### src/rtl/square_ctl_pkg.sv
// Shared types and geometry constants for the square overlay controller.
package square_ctl_pkg;

  localparam int unsigned CW         = 12;
  localparam int unsigned HOR_PIXELS = 800;
  localparam int unsigned VER_PIXELS = 600;
  localparam int unsigned SQ_H       = 8;
  localparam int unsigned STEP       = 4;
  localparam int unsigned W_STEP     = 8;
  localparam int unsigned MIN_W      = 8;
  localparam int unsigned MAX_W      = 128;
  localparam int unsigned INIT_X     = 150;
  localparam int unsigned INIT_Y     = 100;
  localparam int unsigned INIT_W     = 32;

  typedef enum logic [2:0] {
    CMD_NOP    = 3'd0,
    CMD_LEFT   = 3'd1,
    CMD_RIGHT  = 3'd2,
    CMD_UP     = 3'd3,
    CMD_DOWN   = 3'd4,
    CMD_GROW   = 3'd5,
    CMD_SHRINK = 3'd6,
    CMD_CENTER = 3'd7
  } cmd_t;

  typedef enum logic {
    IDLE    = 1'b0,
    PENDING = 1'b1
  } state_t;

  // Square placement as seen by the draw stage.
  typedef struct packed {
    logic [CW-1:0] x;
    logic [CW-1:0] y;
    logic [CW-1:0] w;
  } sq_geom_t;

endpackage

### src/rtl/square_ctl_arb.sv
// Two-way round-robin arbiter; the priority pointer moves only when a grant is issued.
module rr_arbiter2 (
  input  logic       clk,
  input  logic       rst,
  input  logic [1:0] req,
  input  logic       en,
  output logic [1:0] grant
);

  // Requester that wins when both request.
  logic prio_q;
  logic prio_d;

  always_comb begin
    grant  = 2'b00;
    prio_d = prio_q;
    if (en) begin
      case (req)
        2'b01:   grant = 2'b01;
        2'b10:   grant = 2'b10;
        2'b11:   grant = prio_q ? 2'b10 : 2'b01;
        default: grant = 2'b00;
      endcase
      if (grant != 2'b00) begin
        prio_d = grant[0];
      end
    end
  end

  always_ff @(posedge clk) begin
    if (rst) begin
      prio_q <= 1'b0;
    end else begin
      prio_q <= prio_d;
    end
  end

endmodule

### src/rtl/square_ctl.sv
// Frame-synchronous square move/resize controller: arbitrates two command sources
// and applies one command per frame at the start of vertical blank, with clamping.
module square_ctl
  import square_ctl_pkg::*;
(
  input  logic            clk,
  input  logic            rst,
  input  logic            vblnk,
  input  logic [1:0]      req_valid,
  input  cmd_t [1:0]      req_cmd,
  output logic [1:0]      req_ready,
  output logic [CW-1:0]   xpos_square,
  output logic [CW-1:0]   ypos_square,
  output logic [CW-1:0]   width_square,
  output logic            busy,
  output logic            applied
);

  localparam logic [CW-1:0] C_STEP   = CW'(STEP);
  localparam logic [CW-1:0] C_WSTEP  = CW'(W_STEP);
  localparam logic [CW-1:0] C_MIN_W  = CW'(MIN_W);
  localparam logic [CW-1:0] C_MAX_W  = CW'(MAX_W);
  localparam logic [CW-1:0] C_X_LIM  = CW'(HOR_PIXELS - 1);
  localparam logic [CW-1:0] C_Y_MAX  = CW'(VER_PIXELS - 1 - SQ_H);
  localparam sq_geom_t      GEOM_RST = '{x: CW'(INIT_X), y: CW'(INIT_Y), w: CW'(INIT_W)};

  state_t   state_q, state_d;
  cmd_t     cmd_q, cmd_d;
  sq_geom_t geom_q, geom_d, geom_nxt;
  logic     vblnk_q;
  logic     busy_q, busy_d;
  logic     applied_q, applied_d;
  logic     arb_en;
  logic     vblank_rise;
  logic [1:0] grant;

  logic [CW-1:0] x_max;
  logic [CW-1:0] sum_x, sum_y;
  logic [CW-1:0] w_grow, w_shrink, x_lim_grow;

  assign vblank_rise = vblnk & ~vblnk_q;

  rr_arbiter2 u_arb (
    .clk   (clk),
    .rst   (rst),
    .req   (req_valid),
    .en    (arb_en),
    .grant (grant)
  );

  assign req_ready = grant;

  // Clamped geometry that the latched command would produce.
  always_comb begin
    geom_nxt   = geom_q;
    x_max      = C_X_LIM - geom_q.w;
    sum_x      = geom_q.x + C_STEP;
    sum_y      = geom_q.y + C_STEP;
    w_grow     = ((geom_q.w + C_WSTEP) > C_MAX_W) ? C_MAX_W : (geom_q.w + C_WSTEP);
    w_shrink   = (geom_q.w >= (C_MIN_W + C_WSTEP)) ? (geom_q.w - C_WSTEP) : C_MIN_W;
    x_lim_grow = C_X_LIM - w_grow;
    case (cmd_q)
      CMD_LEFT:   geom_nxt.x = (geom_q.x >= C_STEP) ? (geom_q.x - C_STEP) : '0;
      CMD_RIGHT:  geom_nxt.x = (sum_x > x_max) ? x_max : sum_x;
      CMD_UP:     geom_nxt.y = (geom_q.y >= C_STEP) ? (geom_q.y - C_STEP) : '0;
      CMD_DOWN:   geom_nxt.y = (sum_y > C_Y_MAX) ? C_Y_MAX : sum_y;
      CMD_GROW: begin
        geom_nxt.w = w_grow;
        geom_nxt.x = (geom_q.x > x_lim_grow) ? x_lim_grow : geom_q.x;
      end
      CMD_SHRINK: geom_nxt.w = w_shrink;
      CMD_CENTER: begin
        geom_nxt.x = x_max >> 1;
        geom_nxt.y = C_Y_MAX >> 1;
      end
      default:    geom_nxt = geom_q;
    endcase
  end

  // Accept one command while idle; commit it on the first vblank rise afterwards.
  always_comb begin
    state_d   = state_q;
    cmd_d     = cmd_q;
    geom_d    = geom_q;
    applied_d = 1'b0;
    arb_en    = 1'b0;
    case (state_q)
      IDLE: begin
        arb_en = ~rst;
        if (grant[0]) begin
          cmd_d   = req_cmd[0];
          state_d = PENDING;
        end else if (grant[1]) begin
          cmd_d   = req_cmd[1];
          state_d = PENDING;
        end
      end
      PENDING: begin
        if (vblank_rise) begin
          geom_d    = geom_nxt;
          applied_d = 1'b1;
          state_d   = IDLE;
        end
      end
      default: state_d = IDLE;
    endcase
    busy_d = (state_d == PENDING);
  end

  always_ff @(posedge clk) begin
    if (rst) begin
      state_q   <= IDLE;
      cmd_q     <= CMD_NOP;
      geom_q    <= GEOM_RST;
      vblnk_q   <= 1'b0;
      busy_q    <= 1'b0;
      applied_q <= 1'b0;
    end else begin
      state_q   <= state_d;
      cmd_q     <= cmd_d;
      geom_q    <= geom_d;
      vblnk_q   <= vblnk;
      busy_q    <= busy_d;
      applied_q <= applied_d;
    end
  end

  assign xpos_square  = geom_q.x;
  assign ypos_square  = geom_q.y;
  assign width_square = geom_q.w;
  assign busy         = busy_q;
  assign applied      = applied_q;

endmodule

### config.mk
export PLATFORM = sky130hd
export DESIGN_NAME = square_ctl
export DESIGN_NICKNAME = d
export VERILOG_FILES = /design/src/rtl/square_ctl_pkg.sv /design/src/rtl/square_ctl_arb.sv /design/src/rtl/square_ctl.sv
export SDC_FILE = /design/constraint.sdc
export NUM_CORES = 1
export LEC_CHECK = 0
export CAP_MARGIN = 20
export CORE_ASPECT_RATIO = 1.4
export CORE_UTILIZATION = 62
export CTS_CLUSTER_DIAMETER = 30
export DETAILED_ROUTE_END_ITERATION = 12
export GPL_ROUTABILITY_DRIVEN = 0
export HOLD_SLACK_MARGIN = 0.03
export PLACE_DENSITY = 0.95
export REMOVE_ABC_BUFFERS = 1
export SYNTH_ARGS = -nofsm -noshare
export SYNTH_HDL_FRONTEND = slang
export SYNTH_HIERARCHICAL = 1
export SYNTH_SLANG_ARGS = --single-unit
### constraint.sdc
create_clock -name clk -period 5.75 [get_ports clk]
set_input_delay 0.8625 -clock clk [delete_from_list [all_inputs] [get_ports clk]]
set_output_delay 0.8625 -clock clk [all_outputs]
set_load 0.1 [all_outputs]
# Word-level counts from Yosys, hierarchy flattened
# Index checks and enable logic that the tools add are counted.
[word_totals]
register_bits = 43
output_inout_bits = 40
word_cells = 71
[op_classes]
n_addsub = 8
magnitude_cmp = 7
eq_ne = 11
mux = 22
bitwise_logic = 4
reduce_logical = 11
[op_table]
columns = ["cell", "n"]
rows = [
  ["12-bit two-way mux", 7],
  ["12-bit case mux with 4 select lines", 1],
  ["12-bit case mux with 3 select lines", 1],
  ["12-bit by 3-bit adder with 12-bit output, second input constant", 2],
  ["12-bit by 3-bit >= comparator with 1-bit output, second input constant", 2],
  ["12-bit greater-than comparator", 2],
  ["12-bit case mux with 2 select lines", 1],
  ["10-bit by 12-bit subtractor with 12-bit output, first input constant", 2],
  ["12-bit by 3-bit subtractor with 12-bit output, second input constant", 2],
  ["12-bit by 4-bit adder with 12-bit output, second input constant", 1],
  ["3-bit equality test, second input constant", 4],
  ["12-bit by 5-bit >= comparator with 1-bit output, second input constant", 1],
  ["12-bit by 10-bit greater-than comparator with 1-bit output, second input constant", 1],
  ["12-bit by 8-bit greater-than comparator with 1-bit output, second input constant", 1],
  ["12-bit by 4-bit subtractor with 12-bit output, second input constant", 1],
  ["3-bit by 2-bit equality test with 1-bit output, second input constant", 2],
  ["2-bit two-way mux", 3],
  ["3-bit two-way mux", 2],
  ["2-bit case mux with 3 select lines", 1],
  ["3-bit AND reduction", 2],
  ["2-bit nonzero test", 3],
  ["1-bit two-way mux", 5],
  ["2-bit equality test, second input constant", 2],
  ["2-bit AND reduction", 2],
  ["other kinds (10)", 12],
]

# Depth between registers and ports, before layout
[depth]
depth_word = 7
depth_mapped = 17

# Cells and area by module
# The synthesis kept the hierarchy.
[modules_own_cells]
columns = ["module", "n_inst", "cells_each", "area_per_inst_um2"]
rows = [
  ["square_ctl", 1, 558, 4179.0],
  ["rr_arbiter2", 1, 8, 55.1],
]

# Worst setup path before layout
# No wires, ideal clock.
[synth_path]
kind = "flip-flop to flip-flop"
start = "reg geom_q, in the netlist width_square[6]"
end = "reg geom_q, in the netlist xpos_square[7]"
t_arrival_ps = 4139
path_slack_ps = 1491
stages_incl_launch_ff = 16
path_buffers = 0
path_cell_list = "dfxtp_1 > ha_1 > nand3_1 > mux2i_1 > o41ai_4 > o21ai_2 > or3_1 > ha_1 > inv_1 > ha_1 > a21o_1 > a211oi_1 > a21oi_1 > or2_1 > or3_1 > o31a_1"
[synth_between]
elab_chain_len = 7
elab_cells_between_ends = 12
cone_classes = "add/sub: 3; order compare: 3; eq/ne: 1; mux: 4; reduce/logical: 1"
[synth_lines]
columns = ["item", "line", "text"]
rows = [
  ["start, declared", "square_ctl.sv:29", "sq_geom_t geom_q, geom_d, geom_nxt;"],
  ["start signal, assigned", "square_ctl.sv:121", "geom_q <= geom_d;"],
  ["12-bit by 4-bit adder with 12-bit output", "square_ctl.sv:59", "w_grow = ((geom_q.w + C_WSTEP) > C_MAX_W) ? C_MAX_W : (geom_q.w + C_WSTEP);"],
  ["12-bit by 8-bit greater-than comparator with 1-bit output", "square_ctl.sv:59", ""],
  ["12-bit two-way mux", "square_ctl.sv:59", ""],
  ["10-bit by 12-bit subtractor with 12-bit output", "square_ctl.sv:61", "x_lim_grow = C_X_LIM - w_grow;"],
  ["12-bit greater-than comparator", "square_ctl.sv:69", "geom_nxt.x = (geom_q.x > x_lim_grow) ? x_lim_grow : geom_q.x;"],
  ["2-bit inequality test (no line)", "-", ""],
  ["4-bit AND reduction (no line)", "-", ""],
]
# Several ways; a longest one is shown, not always the timed one. The select of a mux whose other input is x is not followed.
# A chain may end at the register's enable or synchronous reset.

# Worst setup path after layout
[layout_path]
start = "reg geom_q, in the netlist width_square[5]"
end = "reg geom_q, in the netlist xpos_square[7]"
# Same word-level chain as after synthesis.

==> impl_results.md <==
- PortBufs: 50
- DP Wirelength: 9420 um
- EDFF count, synth: 0
- CTS tree: yes
- Reg-to-Reg Start: width_square[5]
- Placed insts: 672
- Final nets: 633
- Pwr dens: 155 mW/mm^2
- Post-Route WL: 13000 um
- Rel. slew slack: 34.8%
- Worst-case clock buffer depth: 2
- Post-Syn Area per Cell: 7.48 sq um
- Post-CTS Setup Repair Bufs: 0
- TritonCTS Buffers: 5
- Core area: 0.00661 sq mm
- DR DRC count: 0
- Post-route cell area: 0.00480 sq mm
- Synth Area in Compound Gates: 28.1%
- Synth Instances: 566
- Antenna cells: 0
- CP Launch Type: flip-flop
- GRT Total Usage: 38.2%
- Largest family of logic cells by synthesized area: compound AO/OA/AOI/OAI gates
- Grt ovf: 0
- Layout cells sized above 1: 7.14%
- Crit-path max cell delay: 0.65 ns
- RR Endpoint: xpos_square[7]
- Skew-Pair Late Insertion Delay: 0.31 ns
- Layout filler cell count: 504
- Commonest non-fill, non-tap cells in the layout: nor2_1, clkdlybuf4s50_1, nand2_1, dfxtp_1, a21oi_1
- R2R cell count: 15
- Detailed Routing Iterations Pass 1: 6
- Cell family with most CP delay: simple AND/OR/NAND/NOR gates
- Status: finished clean
- Clk root buf: clkbuf_8
- Commonest non-fill, non-tap cell in the layout: nor2_1
- Initial Utilization: 64.0%
- Crit. End Element: flip-flop
- Final Core Density: 72.6%
- Lkg Pwr: 1.74 nW
- Slew @ Worst Pin: 0.975 ns
- Peak Freq: 0.231 GHz
- Vias in the first global route: 4530
- Hold endpoint: u_arb/prio_q
- First-pass GRT wire length: 21700 um
- Clock transition at the registers of the reported paths: 0.09 ns
- Setup Viol. Count Final: 0
- Worst Skew: 0.00614 ns
- Largest net degree at the start of global routing: 37
- Most used cell, CP: ha_1
- RSZ-0062 raised after global routing: false
- Post-synthesis xor/xnor area fraction: 5.76%
- Kind of critical path: flip-flop to flip-flop
- Syn. warnings: 6
- Period utilisation layout: 75.3%
- CTS H-tree depth: 2
- Die Area: 0.00717 sq mm
- Ys async rst share: 0%
- Die extent in x: 71.8 um
- CP bufs+invs: 0
- Seq cells post-synth: 42
- Row count: 35
- DP Area: 0.00466 sq mm
- Mapped Area: 0.00423 sq mm
- Post-cts sizing count: 0
- Worst Hold Path Cells: 1
- HP Class: flip-flop to flip-flop
- Min-Delay Startpoint: u_arb/prio_q
- Final Critical Period: 4.33 ns
- Endpoints failing hold: 0
- TritonCTS Sinks: 42
- Die Y: 99.8 um
- IR drop worst, VDD: 0.000148 V
- Yosys cell types: 81
- Area growth syn-to-layout: 13.4%
- Slew Limit Fails: 0
- Seq/Total Area, Yosys: 19.9%
- Mux contribution to synthesized area: 1.65%
- Initial DRC count: 664
- Max-cap violation count: 0
- Arrival @ worst endpoint: 4.53 ns
- Post-route setup TNS: 0 ns
- Slowest CP cell: dfxtp_1
- Fin cells: 680
- Critical Path RT: 5.94 ns
- ANT nets after route: 0
- Vias/cell: 7.00
- Vias post-DR: 4762
- Post-Synth Adder-Cell Area: 10.3%
- CP Cell Sequence: ha_1 -> nand3_1 -> mux2i_1 -> o41ai_4 -> o21ai_2 -> or3_1 -> ha_1 -> xnor2_1 -> ha_1 -> nand3_1 -> o311ai_1 -> a21oi_1 -> or2_1 -> or3_1 -> o31a_1
- Hold buffer count at cts: 0
- Worst-path fanout max: 13
- Setup slack, reg-to-reg: 1.42 ns
- I/O pins: 51
- Primary FF master, synth: dfxtp_1
- Post-synthesis simple-gate area fraction: 26.9%
- Initial antenna violation count: 0
- WL per Instance: 19.1 um
## state kept, by name (all words and copies together), names as in the netlist
signal        count
cmd_q             3
ypos_square      11
vblnk_q           1
u_arb/prio_q      1
busy              1
xpos_square      12
applied           1
width_square     12
## cells in the mapped netlist (8+ instances only)
master    number  share of area (%)
nor2_1        58                5.1
nand2_1       44                3.9
dfxtp_1       42                 20
a21oi_1       38                4.5
ha_1          35                 10
inv_1         26                2.3
o21ai_0       25                3.0
nor3_1        23                2.7
buf_2         21                2.5
a211oi_1      18                3.2
nand3_1       16                1.9
xnor2_1       13                2.7
xor2_1        13                2.7
and3_1        12                1.8
a31oi_1       11                1.6
buf_4          8                1.4
clkbuf_1       8               0.71
nand4_1        8                1.2
o22ai_1        8                1.2
## power breakdown
group | switching [mW] | total [mW] | leakage [nW] | internal [mW]
sequential | 0.0160 | 0.313 | 0.340 | 0.297
combinational | 0.0882 | 0.130 | 1.33 | 0.0422
clock | 0.114 | 0.300 | 0.0714 | 0.185
total | 0.219 | 0.743 | 1.74 | 0.524
## cell families after synthesis
group | count (synthesis)
AOI/OAI and AO/OA | 169
xor gates and xnor gates | 27
adders and majority gates | 35
buffers and inverters | 67
DFF | 42
muxes | 7
other | 2
and+or+nand+nor | 217
## routing by layer
metal | global-route usage, % | part of all wire [%] | vias to the layer above
met5 | 0 | 0 | -
met1 | 44.2 | 36 | 2167
met3 | 7.23 | 9.6 | 96
met2 | 64.7 | 49 | 355
li1 | - | - | 2144
met4 | 22.6 | 5.6 | 0
## through the flow
step	worst slack, ns	power [mW]	hold slack [ns]
6_report	1.42	0.743	0.524
5_1_grt	1.23	0.766	0.558
4_1_cts	1.52	0.736	0.520
3_5_place_dp	1.57	0.444	0.505
3_3_place_gp	1.76	0.440	0.489
2_1_floorplan	1.24	0.403	0.468
## cell type report
class                   instances  area (sq um)  share of cell area [%]
multi-input cells             458          3090                    64.4
flip-flops and latches         42           841                    17.5
repair buffers                 51           503                    10.5
well taps                      92           115                    2.40
inverters                      29           109                    2.27
clock buffers                   6          82.6                    1.72
clock inverters                 2          60.1                    1.25
## how the worst max path moves through the flow
stage | end | depth (start not counted) | start | slack, ns
2_1_floorplan | xpos_square[7] | 15 | width_square[4] | 1.24
5_1_grt | xpos_square[7] | 15 | width_square[5] | 1.23
3_5_place_dp | xpos_square[7] | 15 | width_square[5] | 1.57
6_report | xpos_square[7] | 15 | width_square[5] | 1.42
4_1_cts | xpos_square[7] | 15 | width_square[5] | 1.52
3_3_place_gp | xpos_square[7] | 15 | width_square[5] | 1.76
(Power assumes the default switching activity.)
